## src/rtl/i2s_pkg.sv

```systemverilog
// rtl/i2s_pkg.sv - shared constants and helpers for the I2S transmitter
package i2s_pkg;

    localparam int DEF_PDATA_WIDTH = 32;
    localparam int DEF_SCLK_DIV    = 4;
    localparam int UNDERRUN_CNT_W  = 16;

    // Width of a counter that walks every bit slot of one stereo frame
    function automatic int bit_cnt_width(input int pdata_width);
        return $clog2(2 * pdata_width);
    endfunction

endpackage

```

## src/rtl/i2s_clk_gen.sv

```systemverilog
// rtl/i2s_clk_gen.sv - SCLK divider, bit counter, word select and frame strobe
module i2s_clk_gen
    import i2s_pkg::*;
#(
    parameter int PDATA_WIDTH = DEF_PDATA_WIDTH,
    parameter int SCLK_DIV    = DEF_SCLK_DIV
) (
    input  logic clk_in,
    input  logic rst,
    input  logic en_in,
    output logic sclk_out,
    output logic lrck_out,
    output logic frame_stb_out
);

    localparam int DIV_W = (SCLK_DIV > 1) ? $clog2(SCLK_DIV) : 1;
    localparam int BC_W  = bit_cnt_width(PDATA_WIDTH);

    localparam logic [DIV_W-1:0] DIV_LAST = DIV_W'(SCLK_DIV - 1);
    localparam logic [DIV_W-1:0] DIV_ONE  = DIV_W'(1);
    localparam logic [BC_W-1:0]  BC_LAST  = BC_W'(2 * PDATA_WIDTH - 1);
    localparam logic [BC_W-1:0]  BC_HALF  = BC_W'(PDATA_WIDTH);
    localparam logic [BC_W-1:0]  BC_ONE   = BC_W'(1);

    logic [DIV_W-1:0] div_q, div_d;
    logic             sclk_q, sclk_d;
    logic [BC_W-1:0]  bit_cnt_q, bit_cnt_d;
    logic             lrck_q, lrck_d;
    logic             frame_stb;

    // Next-state: divide clk_in to SCLK, step the bit slot on each SCLK fall
    always_comb begin
        div_d     = div_q;
        sclk_d    = sclk_q;
        bit_cnt_d = bit_cnt_q;
        lrck_d    = lrck_q;
        frame_stb = 1'b0;
        if (!en_in) begin
            // Disabled: park everything so the next enable starts a fresh frame
            div_d     = '0;
            sclk_d    = 1'b0;
            bit_cnt_d = '0;
            lrck_d    = 1'b0;
        end else if (div_q == DIV_LAST) begin
            div_d  = '0;
            sclk_d = ~sclk_q;
            if (sclk_q) begin
                // Falling SCLK edge: advance the bit slot, wrap marks the frame boundary
                if (bit_cnt_q == BC_LAST) begin
                    bit_cnt_d = '0;
                    frame_stb = 1'b1;
                end else begin
                    bit_cnt_d = bit_cnt_q + BC_ONE;
                end
                lrck_d = (bit_cnt_d >= BC_HALF);
            end
        end else begin
            div_d = div_q + DIV_ONE;
        end
    end

    // Timing state registers
    always_ff @(posedge clk_in) begin
        if (rst) begin
            div_q     <= '0;
            sclk_q    <= 1'b0;
            bit_cnt_q <= '0;
            lrck_q    <= 1'b0;
        end else begin
            div_q     <= div_d;
            sclk_q    <= sclk_d;
            bit_cnt_q <= bit_cnt_d;
            lrck_q    <= lrck_d;
        end
    end

    assign sclk_out      = sclk_q;
    assign lrck_out      = lrck_q;
    assign frame_stb_out = frame_stb;

endmodule

```

## src/rtl/i2s_tx_ctrl.sv

```systemverilog
// rtl/i2s_tx_ctrl.sv - I2S transmit controller: handshake, holding pair, underrun tracking
module i2s_tx_ctrl
    import i2s_pkg::*;
#(
    parameter int PDATA_WIDTH = DEF_PDATA_WIDTH,
    parameter int SCLK_DIV    = DEF_SCLK_DIV
) (
    input  logic                      clk_in,
    input  logic                      rst,
    input  logic                      en_in,
    input  logic                      clr_in,
    input  logic                      s_valid_in,
    input  logic [PDATA_WIDTH-1:0]    s_ldata_in,
    input  logic [PDATA_WIDTH-1:0]    s_rdata_in,
    output logic                      s_ready_out,
    output logic                      sclk_out,
    output logic                      lrck_out,
    output logic [PDATA_WIDTH-1:0]    pldata_out,
    output logic [PDATA_WIDTH-1:0]    prdata_out,
    output logic                      underrun_out,
    output logic [UNDERRUN_CNT_W-1:0] underrun_cnt_out
);

    localparam logic [UNDERRUN_CNT_W-1:0] CNT_ONE = UNDERRUN_CNT_W'(1);
    localparam logic [UNDERRUN_CNT_W-1:0] CNT_MAX = '1;

    logic                      frame_stb;
    logic                      xfer;

    logic [PDATA_WIDTH-1:0]    pend_l_q, pend_l_d;
    logic [PDATA_WIDTH-1:0]    pend_r_q, pend_r_d;
    logic                      pend_v_q, pend_v_d;
    logic [PDATA_WIDTH-1:0]    pldata_q, pldata_d;
    logic [PDATA_WIDTH-1:0]    prdata_q, prdata_d;
    logic                      underrun_q, underrun_d;
    logic [UNDERRUN_CNT_W-1:0] underrun_cnt_q, underrun_cnt_d;

    i2s_clk_gen #(
        .PDATA_WIDTH (PDATA_WIDTH),
        .SCLK_DIV    (SCLK_DIV)
    ) u_clk_gen (
        .clk_in        (clk_in),
        .rst           (rst),
        .en_in         (en_in),
        .sclk_out      (sclk_out),
        .lrck_out      (lrck_out),
        .frame_stb_out (frame_stb)
    );

    // Ready comes only from registered state and the enable, never from s_valid_in
    assign s_ready_out = en_in & ~rst & ~pend_v_q;
    assign xfer        = s_valid_in & s_ready_out;

    // Next-state: boundary consumes the old pending pair before any same-cycle transfer lands
    always_comb begin
        pend_l_d       = pend_l_q;
        pend_r_d       = pend_r_q;
        pend_v_d       = pend_v_q;
        pldata_d       = pldata_q;
        prdata_d       = prdata_q;
        underrun_d     = 1'b0;
        underrun_cnt_d = underrun_cnt_q;

        if (frame_stb) begin
            if (pend_v_q) begin
                pldata_d = pend_l_q;
                prdata_d = pend_r_q;
                pend_v_d = 1'b0;
            end else begin
                // Nothing queued for this frame: play silence and record the starvation
                pldata_d   = '0;
                prdata_d   = '0;
                underrun_d = 1'b1;
                if (underrun_cnt_q != CNT_MAX) begin
                    underrun_cnt_d = underrun_cnt_q + CNT_ONE;
                end
            end
        end

        // A pair accepted in the boundary cycle waits for the following frame
        if (xfer) begin
            pend_l_d = s_ldata_in;
            pend_r_d = s_rdata_in;
            pend_v_d = 1'b1;
        end

        // Clear beats a simultaneous underrun increment
        if (clr_in) begin
            underrun_cnt_d = '0;
        end
    end

    // Datapath and counter registers
    always_ff @(posedge clk_in) begin
        if (rst) begin
            pend_l_q       <= '0;
            pend_r_q       <= '0;
            pend_v_q       <= 1'b0;
            pldata_q       <= '0;
            prdata_q       <= '0;
            underrun_q     <= 1'b0;
            underrun_cnt_q <= '0;
        end else begin
            pend_l_q       <= pend_l_d;
            pend_r_q       <= pend_r_d;
            pend_v_q       <= pend_v_d;
            pldata_q       <= pldata_d;
            prdata_q       <= prdata_d;
            underrun_q     <= underrun_d;
            underrun_cnt_q <= underrun_cnt_d;
        end
    end

    assign pldata_out       = pldata_q;
    assign prdata_out       = prdata_q;
    assign underrun_out     = underrun_q;
    assign underrun_cnt_out = underrun_cnt_q;

endmodule

```

## config.mk

```make
export PLATFORM = sky130hd
export DESIGN_NAME = i2s_tx_ctrl
export DESIGN_NICKNAME = d
export VERILOG_FILES = /design/src/rtl/i2s_pkg.sv /design/src/rtl/i2s_clk_gen.sv /design/src/rtl/i2s_tx_ctrl.sv
export SDC_FILE = /design/constraint.sdc
export NUM_CORES = 1
export LEC_CHECK = 0
export BUFFER_PORTS_ARGS = -buffer_cell sky130_fd_sc_hd__buf_2
export CORE_MARGIN = 2
export CORE_UTILIZATION = 31
export CTS_BUF_LIST = sky130_fd_sc_hd__clkbuf_4
export CTS_CLUSTER_SIZE = 8
export DETAILED_ROUTE_END_ITERATION = 10
export GPL_TIMING_DRIVEN = 0
export PLACE_DENSITY = 0.5
export SETUP_SLACK_MARGIN = 0.05
export SLEW_MARGIN = 25
export SYNTH_ARGS = -nofsm -noshare
export SYNTH_HDL_FRONTEND = slang
export SYNTH_SLANG_ARGS = --single-unit
```

## constraint.sdc

```tcl
create_clock -name clk_in -period 3.6 [get_ports clk_in]
set_input_delay 0.72 -clock clk_in [delete_from_list [all_inputs] [get_ports clk_in]]
set_output_delay 0.72 -clock clk_in [all_outputs]
set_load 0.005 [all_outputs]
```

==> out/metrics.csv <==
stage;metric;value;unit
cts;Clock Latency Late Sink;0.58;ns
sta;worst setup margin;1.26;ns
cts;CTS clock-pin slew for the worst setup and hold paths;0.15;ns
placed_design;RD Place Congestion;0.764;
floorplanning;row count;49;
global_route;global-route wire length before repair;26.5;mm
power;Power, Total;3.11;mW
power;PD cells;435;nW/um2
yosys;Cell Area, Synth;5780;um2
route;drt total wl;16.6;mm
route;Remaining DRCs;0;
sta;Post-Route Skew;0.0194;ns
power;Switch Pwr;0.809;mW
floorplanning;die area;19700;um2
critical_path;reg2reg path depth;7;
critical_path;Worst R2R Start;u_clk_gen.bit_cnt_q[0]$_SDFFE_PP0P_;
cts;CTS tree;yes;
critical_path;Worst EP required;4.11;ns
min_path;Min-Delay Startpoint;s_ldata_in[9];
route;Via density;4.71;
power;Leak;2.74;nW
floorplanning;Die H;140;um
route;vias;5326;
critical_path;Critical Path Start Type;flop;
global_route;largest net degree at the start of global routing;17;
sta;Tcrit/Tclk final;0.649;
route;WL/cell;14.7;um
route;1st-iter DRT viols;231;
cts;maximum root-to-sink buffer count;2;
cts;CTS buffer count;17;
sta;f_max;0.428;GHz
sta;post-route minimum period;2.34;ns
cts;root buffer cell;clkbuf_4;
status;status;complete, no violations;
sta;RSZ-0062 raised after global routing;no;
placed_design;Setup WS pre-CTS;1.04;ns
route;DRT Pass-1 Iters;5;
min_path;worst hold stages;3;
sta;endpoints failing hold;0;
global_route;grt total ovfl;0;
critical_path;r2r setup slk;1.26;ns
power;clock network power share;0.383;
yosys;Unique masters post-synth;36;
floorplanning;Initial Util;0.318;
cts;count of cells resized by post-cts repair;0;
power;Internal;2.30;mW
cts;H-tree depth;4;
placed_design;Detail Placement HPWL;11.7;mm
global_route;vias in the first global route;5116;
power;power share of the sequential group;0.568;
sta;slew margin rel.;0.566;
critical_path;crit path launch;u_clk_gen.bit_cnt_q[0]$_SDFFE_PP0P_;
yosys;YS warnings;0;
floorplanning;Die W;140;um
finish;Nets;957;
min_path;Hold Path Class;input pin to flop;
min_path;Worst Hold End;pend_l_q[9]$_SDFFE_PP0P_;
sta;Total Neg Setup Slack;0;ns
yosys;Seq cells post-synth;156;
cts;clock sinks;156;
global_route;initial antenna violation count;3;
global_route;grt met2 use;0.264;
finish;Final Cell Area;7140;um2
sta;setup violators final;0;
placed_design;port buffer count;151;
sta;slew at the pin closest to its max-slew limit;0.651;ns
critical_path;Worst Setup End Kind;flop;
yosys;Post-Syn Area per Cell;8.08;um2
floorplanning;core area;18100;um2
critical_path;worst setup path class;flop to flop;
yosys;post-synthesis sequential area ratio;0.541;
global_route;met3 usage;0.0557;
power;logic gate share of total power;0.049;
floorplanning;Boundary Pins;153;
power;Sw Ratio;0.260;
critical_path;Worst R2R End;pldata_out[6]$_SDFFE_PP0P_;
yosys;Post-Syn Instances;715;
cts;setup repair bufs after CTS;0;
sta;Final Max Slew Viols;0;
route;Antenna Nets Post-Route;0;
power;Max VDD drop;0.192;mV
finish;Layout Area Growth over Synthesis;23.6;%
critical_path;crit-path max FO;10;
finish;share of cells above drive strength 1;0.227;
critical_path;Critical Path AT;2.85;ns
global_route;GR peak layer;met2;
global_route;grt met1 use;0.226;
placed_design;dpl cell area;6820;um2
cts;Post-CTS Hold Buffers;0;
run;Max Cap Viol;0;
global_route;Total GRT Usage;0.171;
yosys;net count after synthesis;787;
[placed cells by master (no fill, tap or decap), types with 7 or more instances in the layout]
cell type / n
clkbuf_4: 17
nor3_1: 7
nor2_1: 22
buf_2: 166
nand4_1: 7
dfxtp_1: 156
nand3_1: 73
a21oi_1: 135
xnor2_1: 12
clkbuf_1: 39
nand2_1: 204
[cell families after synthesis]
logic type | count (synthesis) | share of synthesized area
buffers and inverters | 56 | 0.0409
and+or+nand+nor | 338 | 0.258
AOI/OAI and AO/OA | 146 | 0.130
adders and majority gates | 3 | 0.00650
DFF | 156 | 0.541
xor gates and xnor gates | 16 | 0.0243
[worst max-delay path by stage]
stage | to | slack (ns) | cells after the start
CTS | prdata_out[14]$_SDFFE_PP0P_ | 1.21 | 7
global placement | pend_l_q[0]$_SDFFE_PP0P_ | 1.08 | 8
detailed placement | pend_r_q[20]$_SDFFE_PP0P_ | 1.04 | 8
global route | pldata_out[8]$_SDFFE_PP0P_ | 1.03 | 7
floorplan | pend_l_q[22]$_SDFFE_PP0P_ | 1.57 | 9
finish | pldata_out[6]$_SDFFE_PP0P_ | 1.26 | 7
[layer usage]
| metal | vias up | share of wire |
|---|---|---|
| met2 | 133 | 0.44 |
| li1 | 2741 | - |
| met1 | 2432 | 0.48 |
| met3 | 18 | 0.066 |
| met4 | 2 | 0.014 |
| met5 | - | 0.00096 |
[cell type report]
cell class / instances / area (um2)
Inverter: 1 / 3.75
Multi-Input combinational cell: 503 / 2420
Buffer: 55 / 233
Tap cell: 229 / 287
Clock buffer: 17 / 128
Sequential cell: 156 / 3120
Fill cell: 1973 / 11000
Clock inverter: 15 / 185
Timing Repair Buffer: 151 / 756
Antenna cell: 3 / 7.51
[worst max-delay path, stage by stage (launching register included)]
cell and delay, ns:
dfxtp_1 0.38, ha_1 0.28, and4_2 0.30, nand2_1 0.09, clkbuf_1 0.51, clkbuf_1 0.47, nand2_1 0.11, a21oi_1 0.13
[synthesized netlist by cell type]
| cell | instances | area [um2] |
|---|---|---|
| nor4_1 | 2 | 12.5 |
| and4_1 | 3 | 26.3 |
| a21boi_0 | 1 | 7.51 |
| nor3b_1 | 4 | 30.0 |
| a21oi_1 | 135 | 676 |
| or4_1 | 1 | 7.51 |
| and3_1 | 1 | 6.26 |
| nand3_4 | 1 | 17.5 |
| buf_6 | 1 | 11.3 |
| nand2_1 | 204 | 766 |
| dfxtp_1 | 156 | 3120 |
| o31a_1 | 1 | 8.76 |
| or2_4 | 1 | 8.76 |
| nor3_1 | 7 | 35.0 |
| xor2_1 | 4 | 35.0 |
| and2_2 | 1 | 7.51 |
| a211oi_1 | 1 | 7.51 |
| nor2_1 | 22 | 82.6 |
| clkbuf_1 | 39 | 146 |
| nand2b_1 | 1 | 6.26 |
| nor4b_1 | 2 | 17.5 |
| o21ai_1 | 1 | 5.00 |
| o21a_1 | 2 | 15.0 |
| xnor2_1 | 12 | 105 |
| inv_1 | 1 | 3.75 |
| and4_2 | 1 | 10.0 |
| or2_2 | 1 | 6.26 |
| nand4_1 | 7 | 43.8 |
| ha_1 | 3 | 37.5 |
| nand3_1 | 73 | 365 |
| and2_1 | 3 | 18.8 |
| buf_2 | 15 | 75.1 |
| o2111ai_1 | 1 | 8.76 |
| and4b_1 | 1 | 10.0 |
| o21ai_0 | 4 | 20.0 |
| or3_1 | 2 | 12.5 |
[power by group through the flow]
stage / Combinational [mW] / Clock (mW) / Sequential (mW)
floorplan: 0.0800 / 0 / 1.80
global placement: 0.155 / 0 / 1.80
detailed placement: 0.155 / 0 / 1.80
CTS: 0.156 / 1.23 / 1.77
global route: 0.174 / 1.30 / 1.77
finish: 0.152 / 1.19 / 1.76
[metrics by stage]
step / instances / hold WS, ns / util
finish: 1130 / 0.361 / 0.393
global route: 1129 / 0.309 / 0.393
CTS: 1127 / 0.314 / 0.393
detailed placement: 1095 / 0.418 / 0.376
global placement: 1095 / 0.415 / 0.376
floorplan: 715 / 0.404 / -
[registers in the layout, summed over array words and instances (netlist names)]
| signal | count |
|---|---|
| pend_l_q | 32 |
| pend_r_q | 32 |
| pend_v_q | 1 |
| pldata_out | 32 |
| prdata_out | 32 |
| u_clk_gen.bit_cnt_q | 6 |
| u_clk_gen.div_q | 2 |
| u_clk_gen.lrck_out | 1 |
| u_clk_gen.sclk_out | 1 |
| underrun_cnt_out | 16 |
| underrun_out | 1 |
Power figures use the tool's default switching activity.
